### src/rtl/sr_flop_bank.sv
// N-channel clocked SR storage bank with input qualification, S=R=1 policy, sticky invalid flag and change pulse.
// Optional per-channel invalid-event counters are built when SR_FLOP_BANK_ERR_COUNT_EN is defined.
module sr_flop_bank #(
  parameter int N         = 4,
  parameter int FILT      = 2,
  parameter int BOTH_MODE = 0,
  parameter bit INIT      = 1'b0
) (
  input  logic             clk,
  input  logic             rst_n,
  input  logic [N-1:0]     set,
  input  logic [N-1:0]     reset,
  input  logic [N-1:0]     clr_err,
  output logic [N-1:0]     q,
  output logic [N-1:0]     qb,
  output logic [N-1:0]     chg,
  output logic [N-1:0]     invalid,
  output logic [8*N-1:0]   err_cnt
);

  typedef enum logic [1:0] {
    BOTH_HOLD   = 2'd0,
    BOTH_SET    = 2'd1,
    BOTH_RESET  = 2'd2,
    BOTH_TOGGLE = 2'd3
  } both_e;

  localparam both_e      MODE    = both_e'(BOTH_MODE[1:0]);
  localparam logic [3:0] CNT_MAX = 4'(FILT - 1);

  logic [N-1:0] s_d, r_d;
  logic [N-1:0] seen;        // current stable run has already qualified once
  logic [N-1:0] pair_chg, qual, first11;
  logic [N-1:0] q_next, inv_next;
  logic [3:0]   cnt [N];

  // NOTE: every combinational output gets a default before any branch, so no latch is inferred.
  always_comb begin
    pair_chg = '0;
    qual     = '0;
    first11  = '0;
    q_next   = q;
    inv_next = invalid;
    for (int i = 0; i < N; i++) begin
      pair_chg[i] = (set[i] != s_d[i]) || (reset[i] != r_d[i]);
      qual[i]     = !pair_chg[i] && (cnt[i] == CNT_MAX);
      first11[i]  = qual[i] && !seen[i] && s_d[i] && r_d[i];
      if (qual[i]) begin
        case ({s_d[i], r_d[i]})
          2'b10: q_next[i] = 1'b1;
          2'b01: q_next[i] = 1'b0;
          2'b11: begin
            case (MODE)
              BOTH_SET:    q_next[i] = 1'b1;
              BOTH_RESET:  q_next[i] = 1'b0;
              BOTH_TOGGLE: if (!seen[i]) q_next[i] = ~q[i];
              default:     ;
            endcase
          end
          default: ;
        endcase
      end
      // A fresh S=R=1 qualification beats a same-edge clear.
      if (first11[i])      inv_next[i] = 1'b1;
      else if (clr_err[i]) inv_next[i] = 1'b0;
    end
  end

  // NOTE: state is updated with non-blocking assignments so every flop samples pre-edge values.
  always_ff @(posedge clk or negedge rst_n) begin
    if (!rst_n) begin
      s_d     <= '0;
      r_d     <= '0;
      seen    <= '0;
      q       <= {N{INIT}};
      chg     <= '0;
      invalid <= '0;
      // NOTE: the counter array is only N nibbles, so it is reset like any other state.
      for (int i = 0; i < N; i++) cnt[i] <= '0;
    end else begin
      s_d     <= set;
      r_d     <= reset;
      q       <= q_next;
      chg     <= q_next ^ q;
      invalid <= inv_next;
      for (int i = 0; i < N; i++) begin
        if (pair_chg[i]) begin
          cnt[i]  <= '0;
          seen[i] <= 1'b0;
        end else begin
          if (cnt[i] != CNT_MAX) cnt[i] <= cnt[i] + 4'd1;
          if (qual[i]) seen[i] <= 1'b1;
        end
      end
    end
  end

  assign qb = ~q;

`ifdef SR_FLOP_BANK_ERR_COUNT_EN
  logic [7:0] ecnt [N];

  always_ff @(posedge clk or negedge rst_n) begin
    if (!rst_n) begin
      for (int i = 0; i < N; i++) ecnt[i] <= '0;
    end else begin
      for (int i = 0; i < N; i++) begin
        if (first11[i]) begin
          if (clr_err[i])             ecnt[i] <= 8'd1;
          else if (ecnt[i] != 8'hFF)  ecnt[i] <= ecnt[i] + 8'd1;
        end else if (clr_err[i]) begin
          ecnt[i] <= '0;
        end
      end
    end
  end

  always_comb begin
    err_cnt = '0;
    for (int i = 0; i < N; i++) err_cnt[8*i +: 8] = ecnt[i];
  end
`else
  assign err_cnt = '0;
`endif

endmodule
### config.mk
export PLATFORM = sky130hd
export DESIGN_NAME = sr_flop_bank
export DESIGN_NICKNAME = d
export VERILOG_FILES = /design/src/rtl/sr_flop_bank.sv
export SDC_FILE = /design/constraint.sdc
export NUM_CORES = 1
export LEC_CHECK = 0
export ABC_AREA = 1
export CAP_MARGIN = 40
export CORE_ASPECT_RATIO = 1.1
export CORE_MARGIN = 3
export CORE_UTILIZATION = 48
export DETAILED_ROUTE_END_ITERATION = 10
export PLACE_DENSITY_LB_ADDON = 0.2
export SKIP_CTS_REPAIR_TIMING = 1
export SYNTH_ARGS = -nofsm -noshare
export SYNTH_HDL_FRONTEND = slang
export SYNTH_SLANG_ARGS = --single-unit
### constraint.sdc
create_clock -name clk -period 1.5 [get_ports clk]
set_clock_uncertainty 0.05 [all_clocks]
set_input_delay 0.3 -clock clk [delete_from_list [all_inputs] [get_ports clk]]
set_output_delay 0.3 -clock clk [all_outputs]
set_load 0.1 [all_outputs]
==> results.yml, run 1 <==
floorplan:
  rows: 25
  die-area_um2: 5520
  coreArea_um2: 4410
  fp.dieH_um: 77.6
  io_pins: 62
  die_w_um: 71.1
  start_util: 0.507
sta:
  finalMaxSlewViolations: 0
  finalSetupViolCount: 0
  rsz0062_at_grt: "false"
  period_minus_slack_ps: 1450
  tns_ps: 0
  period_share: 0.965
  hold_viol_final: 0
  fmaxAchievable_mhz: 691
clock_tree:
  clockBufferDepth: 2
  cts_tree: "done"
  cts_max_level: 2
  worstSkewPairLatency_ps: 290
  cts_root_buffer: "clkbuf_8"
  path_clk_slew_ps: 80
  cts_buffers: 5
  cts.sinks: 40
finish:
  antenna-diode-count: 0
  drive_above_1_share: 0.206
  nets: 302
  area_growth_pct: 24.8
  fin_area_um2: 2790
synthesis:
  avgSynthCellArea_um2: 9.40
  yosysWarnings: 0
  synth_cell_types: 21
  yosysSeqAreaShare: 0.447
  ys_ff_latch: 40
  syn_area_um2: 2240
  synth_cells: 238
global_route:
  grt_max_degree: 41
  grt_overflow_total: 0
  grt_pass1_wl_um: 5980
  antenna_found_initial: 0
  grt_util_all_layers: 0.136
  grt_pass1_vias: 1381
min_path:
  min_path_type: "input port to flop"
  hold_depth: 1
  min_from: "set[1]"
  min_to: "s_d[1]$_DFF_PN0_"
worst_setup_path:
  worstPathArrival_ps: 1100
  critPathBufInv: 2
  crit_cells: 2
  reg2reg_depth: 5
  cp_cell_sequence: "clkinvlp_4 -> buf_12"
  r2r_slack_ps: 170
  slowest_delay_ps: 520
  cp-start-kind: "flop"
  path_class: "flop to output pin"
  cp-end-kind: "output pin"
  critPathTopFamily: "flip-flops"
  required_ps: 1150
  cp_slowest_cell: "dfrtp_4"
  rr_startpoint: "cnt[0]$_DFFE_PN0P_"
  rr_endpoint: "q[3]$_DFF_PN0_"
  cp_max_fo: 5
pwr:
  leakagePower_nw: 1.35
  peakVddDrop_mv: 0.931
  power_density_nw_per_um2: 1420
routing:
  detail_route.wl_per_cell_um: 10.5
  viasPerCell: 4.46
  ant_nets: 0
  firstDrtPassIters: 3
  drt-initial-drc-count: 111
  drc: 0
  vias: 1476
  wl_um: 3470
placed_design:
  dpl.hpwl_um: 2620
  io_buffers: 29
  place.gp.congestion: 0.816
  placed_area_um2: 2680
flow_run:
  cap_violations: 0
run_status:
  status: "finished clean"
## worst register-to-register path, delay by kind of cell (launching register included)
kind,cells,cell delay [ps]
and+or+nand+nor,3,490
adders and majority gates,1,190
AOI/OAI and AO/OA,1,50
DFF,1,440
## per-stage QoR
step,setup slack [ps],utilization,cells,hold WS (ps),power [mW]
floorplan,-103,-,269,-45.6,2.74
global placement,-10.9,0.608,321,236,3.24
detailed placement,-35.8,0.608,321,238,3.25
CTS,32.6,0.629,329,-85.8,4.00
global route,7.95,0.633,331,439,4.15
finish,52.1,0.633,331,437,3.97
## cell usage in the layout, fill, tap and decap left out, types with 5 or more instances in the layout
master / n
nand2_1: 36
dfrtp_1: 36
conb_1: 32
inv_1: 28
nor2_1: 18
buf_12: 17
nand3_1: 13
ha_1: 12
clkdlybuf4s50_1: 12
xor2_1: 10
o21ai_2: 9
nand4_1: 7
clkbuf_8: 6
o21ai_0: 5
## synth_stat cells
cell / count / share of area
dfrtp_1: 40 / 0.45
buf_4: 32 / 0.11
nand2_4: 2 / 0.010
o21ai_2: 9 / 0.035
nor3_1: 1 / 0.0022
nor3b_4: 3 / 0.025
nor2_4: 4 / 0.020
o21a_1: 1 / 0.0034
o21ai_1: 2 / 0.0045
nand4_1: 7 / 0.020
nand2_1: 36 / 0.060
xnor2_1: 4 / 0.016
nor2_1: 18 / 0.030
o21ai_0: 6 / 0.013
inv_1: 32 / 0.054
xor2_1: 10 / 0.039
nand2_2: 3 / 0.0084
nand3_1: 14 / 0.031
conb_1: 1 / 0.0017
o2bb2ai_1: 1 / 0.0039
ha_1: 12 / 0.067
## per-layer routing
| layer | GRT usage | wire length [um] |
|---|---|---|
| met1 | 0.181 | 1610 |
| met2 | 0.204 | 1590 |
| met3 | 0.0337 | 195 |
| met4 | 0.0733 | 72 |
| met5 | 0 | 0 |
## registers in the layout (all words and copies together) (netlist names)
signal,cells
invalid,4
q,4
s_d,4
seen,4
cnt,16
chg,4
r_d,4
## final cells by class
cell class	count	area [um2]
inverters	32	135
clock inverters	2	10.0
multi-input cells	165	997
clock buffers	6	82.6
flip-flops and latches	40	1020
repair buffers	32	483
fillers	383	1620
well taps	54	67.6
## worst max-delay path by stage
stage | slack (ps) | endpoint | from
final | 50 | qb[2] | q[2]$_DFF_PN0_
after global routing | 8 | qb[1] | q[1]$_DFF_PN0_
after CTS | 30 | qb[0] | q[0]$_DFF_PN0_
after detailed placement | -40 | q[1]$_DFF_PN0_ | reset[1]
after global placement | -10 | q[1]$_DFF_PN0_ | set[1]
after floorplan | -100 | chg[3]$_DFF_PN0_ | q[3]$_DFF_PN0_
## kinds of logic (layout without fill, tap and decap cells)
logic type | count (synthesis) | count (layout) | synth area share
AND/OR/NAND/NOR | 88 | 88 | 0.207
buffers and inverters | 64 | 72 | 0.161
XOR/XNOR | 14 | 14 | 0.0548
flip-flops | 40 | 40 | 0.447
other | 1 | 32 | 0.00168
AO/OA/AOI/OAI | 19 | 19 | 0.0604
adder cells (fa/ha/maj) | 12 | 12 | 0.0671
## where the power goes
group / internal [mW] / switching (mW) / total, mW
clock: 0.367 / 0.372 / 0.739
combinational: 0.545 / 1.34 / 1.89
sequential: 1.19 / 0.150 / 1.34
total: 2.11 / 1.86 / 3.97
Note: power is estimated with default switching activity, not from simulation.
==> inputs of run 2 (changes only) <==
- PLACE_DENSITY: unset -> 0.91
- PLACE_DENSITY_LB_ADDON: 0.2 -> unset
- SKIP_CTS_REPAIR_TIMING: 1 -> unset
==> results.yml, run 2 (synthesis results as in run 1) <==
placed_design:
  place_ws_ps: -53.7
  dp.cells: 321
  place.gp.congestion: 0.781
  dpl.hpwl_um: 2900
  io_buffers: 29
global_route:
  grt_util_all_layers: 0.143
  grt_overflow_total: 0
  antenna_found_initial: 0
  grt_pass1_wl_um: 6270
  grt_max_degree: 24
  grt_pass1_vias: 1525
worst_setup_path:
  cp-start-kind: "flop"
  crit_cells: 2
  rr_startpoint: "cnt[1]$_DFFE_PN0P_"
  rr_endpoint: "cnt[0]$_DFFE_PN0P_"
  cp_cell_sequence: "clkinvlp_4 -> buf_12"
  cp_slowest_cell: "dfrtp_4"
  critPathBufInv: 2
  cp-end-kind: "output pin"
  worstPathArrival_ps: 1110
  reg2reg_depth: 6
  slowest_delay_ps: 520
  r2r_slack_ps: 100
  required_ps: 1150
  cp_max_fo: 4
  path_class: "flop to output pin"
  critPathTopFamily: "flip-flops"
finish:
  regMostFlops: "cnt"
  drive_above_1_share: 0.209
  antenna-diode-count: 0
  fin_util: 0.645
  nets: 304
  layout_common_cells: "nand2_1 (36), dfrtp_1 (36), conb_1 (32)"
  finalNonFillerCells: 332
  area_growth_pct: 27.1
  largest_reg_flops: 16
sta:
  hold_viol_final: 0
  tns_ps: 0
  period_share: 0.972
  finalSetupViolCount: 0
  rsz0062_at_grt: "false"
  finalMaxSlewViolations: 0
  setup_slack_ps: 42.4
  period_minus_slack_ps: 1460
  fmaxAchievable_mhz: 686
floorplan:
  die_w_um: 71.1
  start_util: 0.507
  coreArea_um2: 4410
  fp.dieH_um: 77.6
  die-area_um2: 5520
  io_pins: 62
  rows: 25
pwr:
  leakagePower_nw: 1.37
  peakVddDrop_mv: 1.43
  fin_total_pwr_mw: 4.28
  power_density_nw_per_um2: 1510
routing:
  wl_um: 3800
  firstDrtPassIters: 4
  vias: 1551
  drc: 0
  detail_route.wl_per_cell_um: 11.4
  drt-initial-drc-count: 81
  ant_nets: 0
  viasPerCell: 4.67
clock_tree:
  worstSkewPairLatency_ps: 300
  clockBufferDepth: 2
  cts.sinks: 40
  cts_resized: 0
  path_clk_slew_ps: 80
  cts_max_level: 2
  cts_buffers: 5
  cts_tree: "done"
  cts_root_buffer: "clkbuf_8"
run_status:
  status: "finished clean"
min_path:
  min_path_type: "input port to asynchronous set/reset pin"
flow_run:
  cap_violations: 0
## run 2: worst register-to-register path: stages (launching register included)
cell and delay [ps]:
dfrtp_1 420, inv_1 70, ha_1 160, nor3b_4 310
buf_4 170, nand3_1 80, o21ai_2 70
## run 2: area by class of cell
type / instances / area (um2)
inverter: 32 / 135
timing repair buffer: 34 / 498
multi-input combinational: 165 / 997
sequential: 40 / 1020
clock buffer: 5 / 68.8
clock inverter: 2 / 60.1
fill: 332 / 1570
tap: 54 / 67.6
## run 2: timing repair
action,CTS,global route
hold endpoints to repair,17,0
setup buffers,0,3
setup endpoints to repair,0,2
hold buffers,1,0
## run 2: report_power, final
group / total, mW / internal [mW] / switching (mW) / leakage [nW]
Clock: 1.03 / 0.655 / 0.380 / 0.0642
Sequential: 1.35 / 1.19 / 0.154 / 0.526
Combinational: 1.90 / 0.545 / 1.35 / 0.783
Total: 4.28 / 2.39 / 1.89 / 1.37
## run 2: worst max path at each step
stage	start	endpoint	slack [ps]
2_1_floorplan	q[3]$_DFF_PN0_	chg[3]$_DFF_PN0_	-100
3_3_place_gp	reset[1]	q[1]$_DFF_PN0_	-2
3_5_place_dp	set[1]	q[1]$_DFF_PN0_	-50
4_1_cts	q[2]$_DFF_PN0_	qb[2]	30
5_1_grt	q[3]$_DFF_PN0_	qb[3]	10
6_report	q[0]$_DFF_PN0_	qb[0]	40
## run 2: stage by stage
| stage | instance area (um2) | hold slack (ps) |
|---|---|---|
| after floorplan | 2390 | -45.6 |
| after global placement | 2680 | 215 |
| after detailed placement | 2680 | 219 |
| after CTS | 2820 | 426 |
| after global routing | 2840 | 439 |
| final | 2840 | 423 |
## run 2: metal layers
layer | part of all wire | global-route usage | up-vias
met5 | 0 | 0 | -
met4 | 0.013 | 0.0564 | 0
met3 | 0.045 | 0.0363 | 7
met2 | 0.55 | 0.274 | 37
met1 | 0.39 | 0.145 | 744
li1 | - | - | 763
